File: config.mk
export PLATFORM = sky130hd
export DESIGN_NAME = reg_cmd_parser
export DESIGN_NICKNAME = d
export VERILOG_FILES = /design/src/rtl/reg_cmd_parser.sv
export SDC_FILE = /design/constraint.sdc
export NUM_CORES = 1
export LEC_CHECK = 0
export ABC_CLOCK_PERIOD_IN_PS = 3600
export BUFFER_PORTS_ARGS = -buffer_cell sky130_fd_sc_hd__buf_4
export CORE_UTILIZATION = 51
export CTS_CLUSTER_SIZE = 12
export DETAILED_ROUTE_END_ITERATION = 10
export PLACE_DENSITY = 0.69
export SLEW_MARGIN = 5
export SYNTH_ARGS = -nofsm -noshare
export SYNTH_HDL_FRONTEND = slang
export SYNTH_SLANG_ARGS = --single-unit
File: constraint.sdc
create_clock -name clk -period 3.6 [get_ports clk]
set_input_delay 0.18 -clock clk [delete_from_list [all_inputs] [get_ports clk]]
set_output_delay 0.18 -clock clk [all_outputs]
set_load 0.02 [all_outputs]
File: src/rtl/reg_cmd_parser.sv
`default_nettype none
// ============================================================================
// Module      : reg_cmd_parser
// Description : Byte-stream command parser. It accepts frames of the form
//               HDR(0xA5), ADDR, DATA, CHK with CHK = 0xA5 ^ ADDR ^ DATA.
//               Each valid frame turns into a one-cycle register-file write.
//               Frames with an address error, a checksum error or an
//               inter-byte timeout produce a one-cycle err pulse with a cause.
// Ports       : clk        - clock, rising edge
//               rst        - asynchronous reset, active low
//               in_data    - incoming byte
//               in_valid   - in_data valid
//               in_ready   - parser accepts a byte (valid & ready on edge)
//               wr_en      - one-cycle write strobe
//               wr_addr    - write address (holds last committed value)
//               wr_data    - write data (holds last committed value)
//               err        - one-cycle reject pulse
//               err_code   - last error cause: 01 addr, 10 checksum, 11 timeout
//               good_cnt   - committed writes, saturating at 255
// Revision    : 1.0 - initial release
// ============================================================================
module reg_cmd_parser #(
  parameter int WIDTH   = 8,
  parameter int ADDR_W  = 4,
  parameter int TIMEOUT = 255
) (
  input  logic              clk,
  input  logic              rst,
  input  logic [WIDTH-1:0]  in_data,
  input  logic              in_valid,
  output logic              in_ready,
  output logic              wr_en,
  output logic [ADDR_W-1:0] wr_addr,
  output logic [WIDTH-1:0]  wr_data,
  output logic              err,
  output logic [1:0]        err_code,
  output logic [7:0]        good_cnt
);

  localparam logic [WIDTH-1:0] c_HDR = WIDTH'(8'hA5);
  localparam int CNT_W = (TIMEOUT < 2) ? 1 : $clog2(TIMEOUT + 1);
  // The counter "reaches" TIMEOUT on the edge where it would step from
  // TIMEOUT-1 to TIMEOUT, so the timeout fires after exactly TIMEOUT idle
  // cycles rather than TIMEOUT+1.
  localparam logic [CNT_W-1:0] c_CNT_LAST = CNT_W'(TIMEOUT - 1);

  localparam logic [1:0] c_ERR_ADDR = 2'b01;
  localparam logic [1:0] c_ERR_CHK  = 2'b10;
  localparam logic [1:0] c_ERR_TO   = 2'b11;

  typedef enum logic [2:0] {
    IDLE     = 3'd0,
    GET_ADDR = 3'd1,
    GET_DATA = 3'd2,
    GET_CHK  = 3'd3,
    WRITE    = 3'd4
  } state_t;

  state_t              state_q,    state_d;
  logic [WIDTH-1:0]    addr_q,     addr_d;
  logic [WIDTH-1:0]    data_q,     data_d;
  logic [CNT_W-1:0]    cnt_q,      cnt_d;
  logic [ADDR_W-1:0]   wr_addr_q,  wr_addr_d;
  logic [WIDTH-1:0]    wr_data_q,  wr_data_d;
  logic                err_q,      err_d;
  logic [1:0]          err_code_q, err_code_d;
  logic [7:0]          good_cnt_q, good_cnt_d;

  logic w_accept;
  logic w_addr_err;
  logic w_timeout;
  logic [WIDTH-1:0] w_chk_exp;

  // Ready is gated by reset so nothing is accepted while rst is held low.
  assign in_ready   = rst && (state_q != WRITE);
  assign w_accept   = in_valid && in_ready;
  // Any bit above the register address range marks the address invalid.
  assign w_addr_err = |(addr_q >> ADDR_W);
  assign w_timeout  = (cnt_q == c_CNT_LAST);
  assign w_chk_exp  = c_HDR ^ addr_q ^ data_q;

  always_ff @(posedge clk or negedge rst) begin
    if (!rst) begin
      state_q    <= IDLE;
      addr_q     <= '0;
      data_q     <= '0;
      cnt_q      <= '0;
      wr_addr_q  <= '0;
      wr_data_q  <= '0;
      err_q      <= 1'b0;
      err_code_q <= 2'b00;
      good_cnt_q <= 8'd0;
    end else begin
      state_q    <= state_d;
      addr_q     <= addr_d;
      data_q     <= data_d;
      cnt_q      <= cnt_d;
      wr_addr_q  <= wr_addr_d;
      wr_data_q  <= wr_data_d;
      err_q      <= err_d;
      err_code_q <= err_code_d;
      good_cnt_q <= good_cnt_d;
    end
  end

  always_comb begin
    state_d    = state_q;
    addr_d     = addr_q;
    data_d     = data_q;
    cnt_d      = '0;
    wr_addr_d  = wr_addr_q;
    wr_data_d  = wr_data_q;
    err_d      = 1'b0;
    err_code_d = err_code_q;
    good_cnt_d = good_cnt_q;

    case (state_q)
      IDLE: begin
        // Non-header bytes are dropped without complaint.
        if (w_accept && (in_data == c_HDR)) begin
          state_d = GET_ADDR;
        end
      end

      GET_ADDR: begin
        if (w_accept) begin
          addr_d  = in_data;
          state_d = GET_DATA;
        end else if (w_timeout) begin
          err_d      = 1'b1;
          err_code_d = c_ERR_TO;
          state_d    = IDLE;
        end else begin
          cnt_d = cnt_q + 1'b1;
        end
      end

      GET_DATA: begin
        if (w_accept) begin
          data_d  = in_data;
          state_d = GET_CHK;
        end else if (w_timeout) begin
          err_d      = 1'b1;
          err_code_d = c_ERR_TO;
          state_d    = IDLE;
        end else begin
          cnt_d = cnt_q + 1'b1;
        end
      end

      GET_CHK: begin
        if (w_accept) begin
          // Address error outranks a checksum error.
          if (w_addr_err) begin
            err_d      = 1'b1;
            err_code_d = c_ERR_ADDR;
            state_d    = IDLE;
          end else if (in_data != w_chk_exp) begin
            err_d      = 1'b1;
            err_code_d = c_ERR_CHK;
            state_d    = IDLE;
          end else begin
            // Load the write bus on entry so it is valid for the whole
            // WRITE cycle and then simply holds afterwards.
            wr_addr_d = addr_q[ADDR_W-1:0];
            wr_data_d = data_q;
            state_d   = WRITE;
          end
        end else if (w_timeout) begin
          err_d      = 1'b1;
          err_code_d = c_ERR_TO;
          state_d    = IDLE;
        end else begin
          cnt_d = cnt_q + 1'b1;
        end
      end

      WRITE: begin
        if (good_cnt_q != 8'hFF) begin
          good_cnt_d = good_cnt_q + 8'd1;
        end
        state_d = IDLE;
      end

      default: begin
        state_d = IDLE;
      end
    endcase
  end

  assign wr_en    = (state_q == WRITE);
  assign wr_addr  = wr_addr_q;
  assign wr_data  = wr_data_q;
  assign err      = err_q;
  assign err_code = err_code_q;
  assign good_cnt = good_cnt_q;

endmodule
`default_nettype wire

Yosys cells after proc, flatten, opt, wreduce, memory -nomap -nowiden

Index checks and enable logic that the tools add are counted.

Order comparisons: 0
Divide/modulo/power cells: 0
Multipliers: 0
Shift-type cells: 0
$add $sub $neg: 2
Mux-type cells: 23
Equal/unequal tests: 12
Bitwise logic cells: 4
Reductions and logical operators: 13

Operators with widths:

| kind                  | count |
|---|---|
| $mux W8               | 3 |
| $mux W3               | 7 |
| $add A8 B1 Y8 const B | 2 |
| $eq A8 B8 Y1 const B  | 2 |
| $pmux W3 S4           | 1 |
| $mux W2               | 5 |
| $ne A8 B8 Y1          | 1 |
| $ne A8 B8 Y1 const B  | 1 |
| $xor A8 B8 Y8         | 1 |
| $eq A3 B2 Y1 const B  | 2 |
| $reduce_and A2 Y1     | 3 |
| $mux W1               | 5 |
| $ne A2 B2 Y1 const B  | 2 |
| $ne A4 B4 Y1 const B  | 1 |
| $not A4 Y4            | 1 |
| $pmux W2 S2           | 1 |
| $reduce_and A4 Y1     | 1 |
| $reduce_or A4 Y1      | 1 |
| $eq A3 B1 Y1 const B  | 1 |
| $eq A3 B3 Y1 const B  | 1 |
| $logic_and A1 B1 Y1   | 3 |
| $logic_not A3 Y1      | 1 |
| $ne A3 B3 Y1 const B  | 1 |
| $reduce_and A3 Y1     | 1 |
| other kinds (5)       | 6 |

Word-level logic and storage cells: 63
Input port bits: 11
Register bits: 50
Memories: 0
Bits in writable memories: 0
ROM bits: 0
Latch bits: 0
Output and inout bits: 25

Longest topological paths before layout

Word-level depth: 7
Gate-level depth with buffers: 6
Gate-level depth less buffers: 6

Least setup slack after synthesis

No wires, ideal clock.

Kind: register -> register
From: register addr_q[4]
To: register wr_addr_q[0], in the netlist wr_addr[0]
Data arrival time: 2286 ps
Period minus slack after synthesis: 2410 ps
Setup time: 125 ps
Data required time: 3475 ps
Stages on the path, launching flop included: 7
Buffers on the path: 1
Slack: 1190 ps
Cell sequence: dfrtp_1 or4_4 a211o_1 a2111o_1 nor3_4 buf_6 mux2_2

Longest elaborated chain between the ends: 4
Elaborated cells on any way between the ends: 6

Ends and longest elaborated chain:

| element                              | RTL line | text |
|---|---|---|
| from (decl)                          | 60       | `logic [WIDTH-1:0] addr_q, addr_d;` |
| from (signal assigned)               | 95       | `addr_q <= addr_d;` |
| $xor A8 B8 Y8                        | 80       | `assign w_chk_exp = c_HDR ^ addr_q ^ data_q;` |
| $ne A8 B8 Y1                         | 158      | `end else if (in_data != w_chk_exp) begin` |
| $not A1 Y1 (no source line)          | n/a      |  |
| $reduce_and A4 Y1 (no source line) * | n/a      |  |
| to (signal assigned)                 | 98       | `wr_addr_q <= wr_addr_d;` |
| to (decl)                            | 63       | `logic [ADDR_W-1:0] wr_addr_q, wr_addr_d;` |

Mark *: on every way between the ends. The rest lies on a longest branch, timed or not.
A chain may end at the register's enable or synchronous reset.

Worst setup path after layout

From: register addr_q[4]
To: register wr_data_q[5], in the netlist wr_data[5]

Longest elaborated chain between the ends: 4
Elaborated cells on any way between the ends: 6

Ends and longest elaborated chain:

| element                              | RTL line | text |
|---|---|---|
| $xor A8 B8 Y8                        | 80       |  |
| $ne A8 B8 Y1                         | 158      |  |
| $not A1 Y1 (no source line)          | n/a      |  |
| $reduce_and A4 Y1 (no source line) * | n/a      |  |
| to (signal assigned)                 | 99       | `wr_data_q <= wr_data_d;` |
| to (decl)                            | 64       | `logic [WIDTH-1:0] wr_data_q, wr_data_d;` |

Marks and branches as above.

==> impl_metrics.py <==
metrics = {
    "synthesis": {
        "synth_edf_count": 0,
        "syn_area_sq_um": 2360,
        "synth_top_cell_area_share_pct": 53.1,
        "synthCells": 188,
        "synth_nets": 202,
        "yosys.area.top_type": "dfrtp_1",
        "async_reset_ff_share_pct": 100,
        "synth-seq-area-share_pct": 53.1,
        "synth-main-ff-cell": "dfrtp_1",
        "synth_area_leaders": "dfrtp_1, mux2_2, xnor2_1, xor2_1, nor2_1",
        "syn_avg_cell_area_sq_um": 12.5,
        "yosysWarnings": 0,
        "synth_seq_cells": 50,
        "synth_cell_types": 39,
    },
    "timing": {
        "relSlewSlack_pct": 46.7,
        "final.min_clock_period_ps": 2770,
        "layout_worst_path_cycle_share_pct": 77.0,
        "holdWs_ps": -4.67,
        "maxSlewViolCount": 0,
        "rsz0062_at_grt": "no",
        "setup_violations": 0,
        "setup_tns_ps": 0,
        "skew_ps": 10.1,
        "hold_viol": 7,
        "worstMarginPinSlew_ps": 796,
        "max_freq_ghz": 0.361,
    },
    "cells_and_area": {
        "fillerInstances": 337,
        "fin_area_sq_um": 2750,
        "antenna_cells": 0,
        "nets": 240,
        "regArea_sq_um": 1250,
        "area_delta_synth_final_pct": 16.6,
        "final_cell_mix": "dfrtp_1, buf_4, mux2_2",
        "final_common_cell": "dfrtp_1",
        "multi_input_area_sq_um": 1040,
        "drive_above_1_share_pct": 35.2,
    },
    "floorplan": {
        "die_area_sq_um": 4900,
        "row_count": 24,
        "die_w_um": 70.0,
        "start_util_pct": 53.7,
        "core_sq_um": 4380,
        "num_io_pins": 36,
        "fp.dieH_um": 70.0,
    },
    "routing": {
        "drtAntennaViolNets": 0,
        "drcViolationCount": 0,
        "firstDrtPassIters": 4,
        "vias_per_cell": 5.46,
        "vias": 1524,
        "routed_wl_um": 4410,
        "drt_iter0_drc": 63,
        "wire_per_inst_um": 15.8,
    },
    "run_status": {
        "status": "complete, but fails checks",
        "failed_checks": "negative hold slack",
    },
    "placement": {
        "place.gp.congestion": 0.844,
        "port_buffers": 35,
        "hpwlAfterDp_um": 3170,
        "dpl_cell_area_sq_um": 2640,
    },
    "worst_setup_path": {
        "r2r_slack_ps": 830,
        "r2r-start": "addr_q[4]$_DFFE_PN0P_",
        "cp_max_fo": 12,
        "worstSetupPathType": "flip-flop to flip-flop",
        "ff2ff_path_depth": 5,
        "critPathSlowestCell": "or4_4",
        "startpoint_type": "flip-flop",
        "cp_cell_sequence": "or4_4 -> a211o_1 -> a2111o_1 -> nor3_4 -> mux2_2",
        "required_ps": 3780,
        "cp-end-kind": "flip-flop",
        "cp.arrival_ps": 2950,
        "path_depth": 5,
        "slowest_delay_ps": 550,
        "r2r_end": "wr_data[5]$_DFFE_PN0P_",
        "crit_family": "simple AND/OR/NAND/NOR gates",
        "critical_path_buf_inv_count": 0,
    },
    "global_route": {
        "grtUsageMet1_pct": 25.1,
        "grt_pass1_wl_um": 7490,
        "use_met2_pct": 32.5,
        "grt_pass1_vias": 1588,
        "grt_use_met3_pct": 4.91,
        "antenna_found_initial": 0,
        "grt_use_total_pct": 19.4,
        "grt_busiest_layer": "met2",
        "grt_remaining_overflow": 0,
        "grt_start_max_net_pins": 53,
    },
    "cts": {
        "ctsHoldBuffers": 0,
        "clock_path_buffers": 2,
        "cts_tree": "done",
        "numCtsBuffers": 5,
        "cts-root-buf": "clkbuf_8",
        "clkLatencyLatePin_ps": 300,
        "clock_sinks": 50,
        "clkTransAtPathRegs_ps": 90,
        "cts-resized-gates": 0,
        "cts_setup_buffers": 0,
        "htreeDepth": 2,
    },
    "power_and_ir_drop": {
        "p_total_mw": 1.34,
        "powerDensity_nw_per_um2": 488,
        "leakagePower_nw": 1.39,
        "vdd_ir_drop_max_v": 0.000257,
    },
    "worst_hold_path": {
        "worstHoldPathType": "input pin to asynchronous set/reset pin",
    },
    "run": {
        "maxCapViolations": 0,
    },
}
[flip-flops by register name, summed over array words and instances (netlist names)]
signal    count
addr_q        8
data_q        8
state_q       3
err_code      2
cnt_q         8
good_cnt      8
wr_data       8
err           1
wr_addr       4
[final cells by class]
| class | count | share of cell area, % |
|---|---|---|
| flip-flops and latches | 50 | 45.5 |
| inverters | 3 | 0.410 |
| well taps | 52 | 2.37 |
| multi-input cells | 130 | 37.8 |
| clock buffers | 8 | 4.01 |
| repair buffers | 36 | 9.84 |
[per-stage QoR]
step	hold slack (ps)	utilization [%]	worst slack [ps]	cells
floorplan	-116	-	1190	188
global placement	323	60.2	925	271
detailed placement	341	60.2	830	271
CTS	9.69	62.7	805	279
global route	45.3	62.7	733	279
finish	-4.67	62.7	830	279
[how the worst max path moves through the flow]
stage,slack (ps),end,startpoint
floorplan,1190,wr_addr[0]$_DFFE_PN0P_,addr_q[4]$_DFFE_PN0P_
global placement,930,wr_data[2]$_DFFE_PN0P_,addr_q[4]$_DFFE_PN0P_
detailed placement,830,wr_data[2]$_DFFE_PN0P_,addr_q[4]$_DFFE_PN0P_
CTS,800,wr_data[2]$_DFFE_PN0P_,addr_q[4]$_DFFE_PN0P_
global route,730,wr_data[2]$_DFFE_PN0P_,addr_q[4]$_DFFE_PN0P_
finish,830,wr_data[5]$_DFFE_PN0P_,addr_q[4]$_DFFE_PN0P_
[Yosys cell counts, types with 2 or more instances]
| cell | n |
|---|---|
| a21oi_1 | 4 |
| and2_1 | 2 |
| and3_1 | 3 |
| buf_6 | 2 |
| clkbuf_8 | 2 |
| dfrtp_1 | 50 |
| ha_1 | 3 |
| inv_1 | 3 |
| mux2_1 | 3 |
| mux2_2 | 28 |
| nand2_1 | 13 |
| nand3_1 | 7 |
| nor2_1 | 18 |
| nor3_1 | 2 |
| nor4bb_1 | 2 |
| o21ai_0 | 4 |
| xnor2_1 | 11 |
| xor2_1 | 10 |
[kinds of logic (layout without fill, tap and decap cells)]
kind of cell	count (synthesis)	in the layout	synth area share (%)
AND/OR/NAND/NOR	56	56	12.7
XOR/XNOR	23	23	9.93
flip-flops	50	50	53.1
buffers and inverters	8	47	2.76
adder cells (fa/ha/maj)	3	3	1.59
AO/OA/AOI/OAI	17	17	5.10
multiplexers	31	31	14.8
[metal layers]
layer | vias to the layer above | part of all wire (%)
met5 | - | 0
met4 | 0 | 0.86
met3 | 5 | 4.1
met2 | 34 | 49
met1 | 747 | 46
li1 | 738 | -
[power by group]
group,internal (mW),switching [mW]
Combinational,0.165,0.116
Clock,0.194,0.173
Sequential,0.627,0.0672
Total,0.986,0.356
No activity file was read; power rests on OpenSTA's default activity.
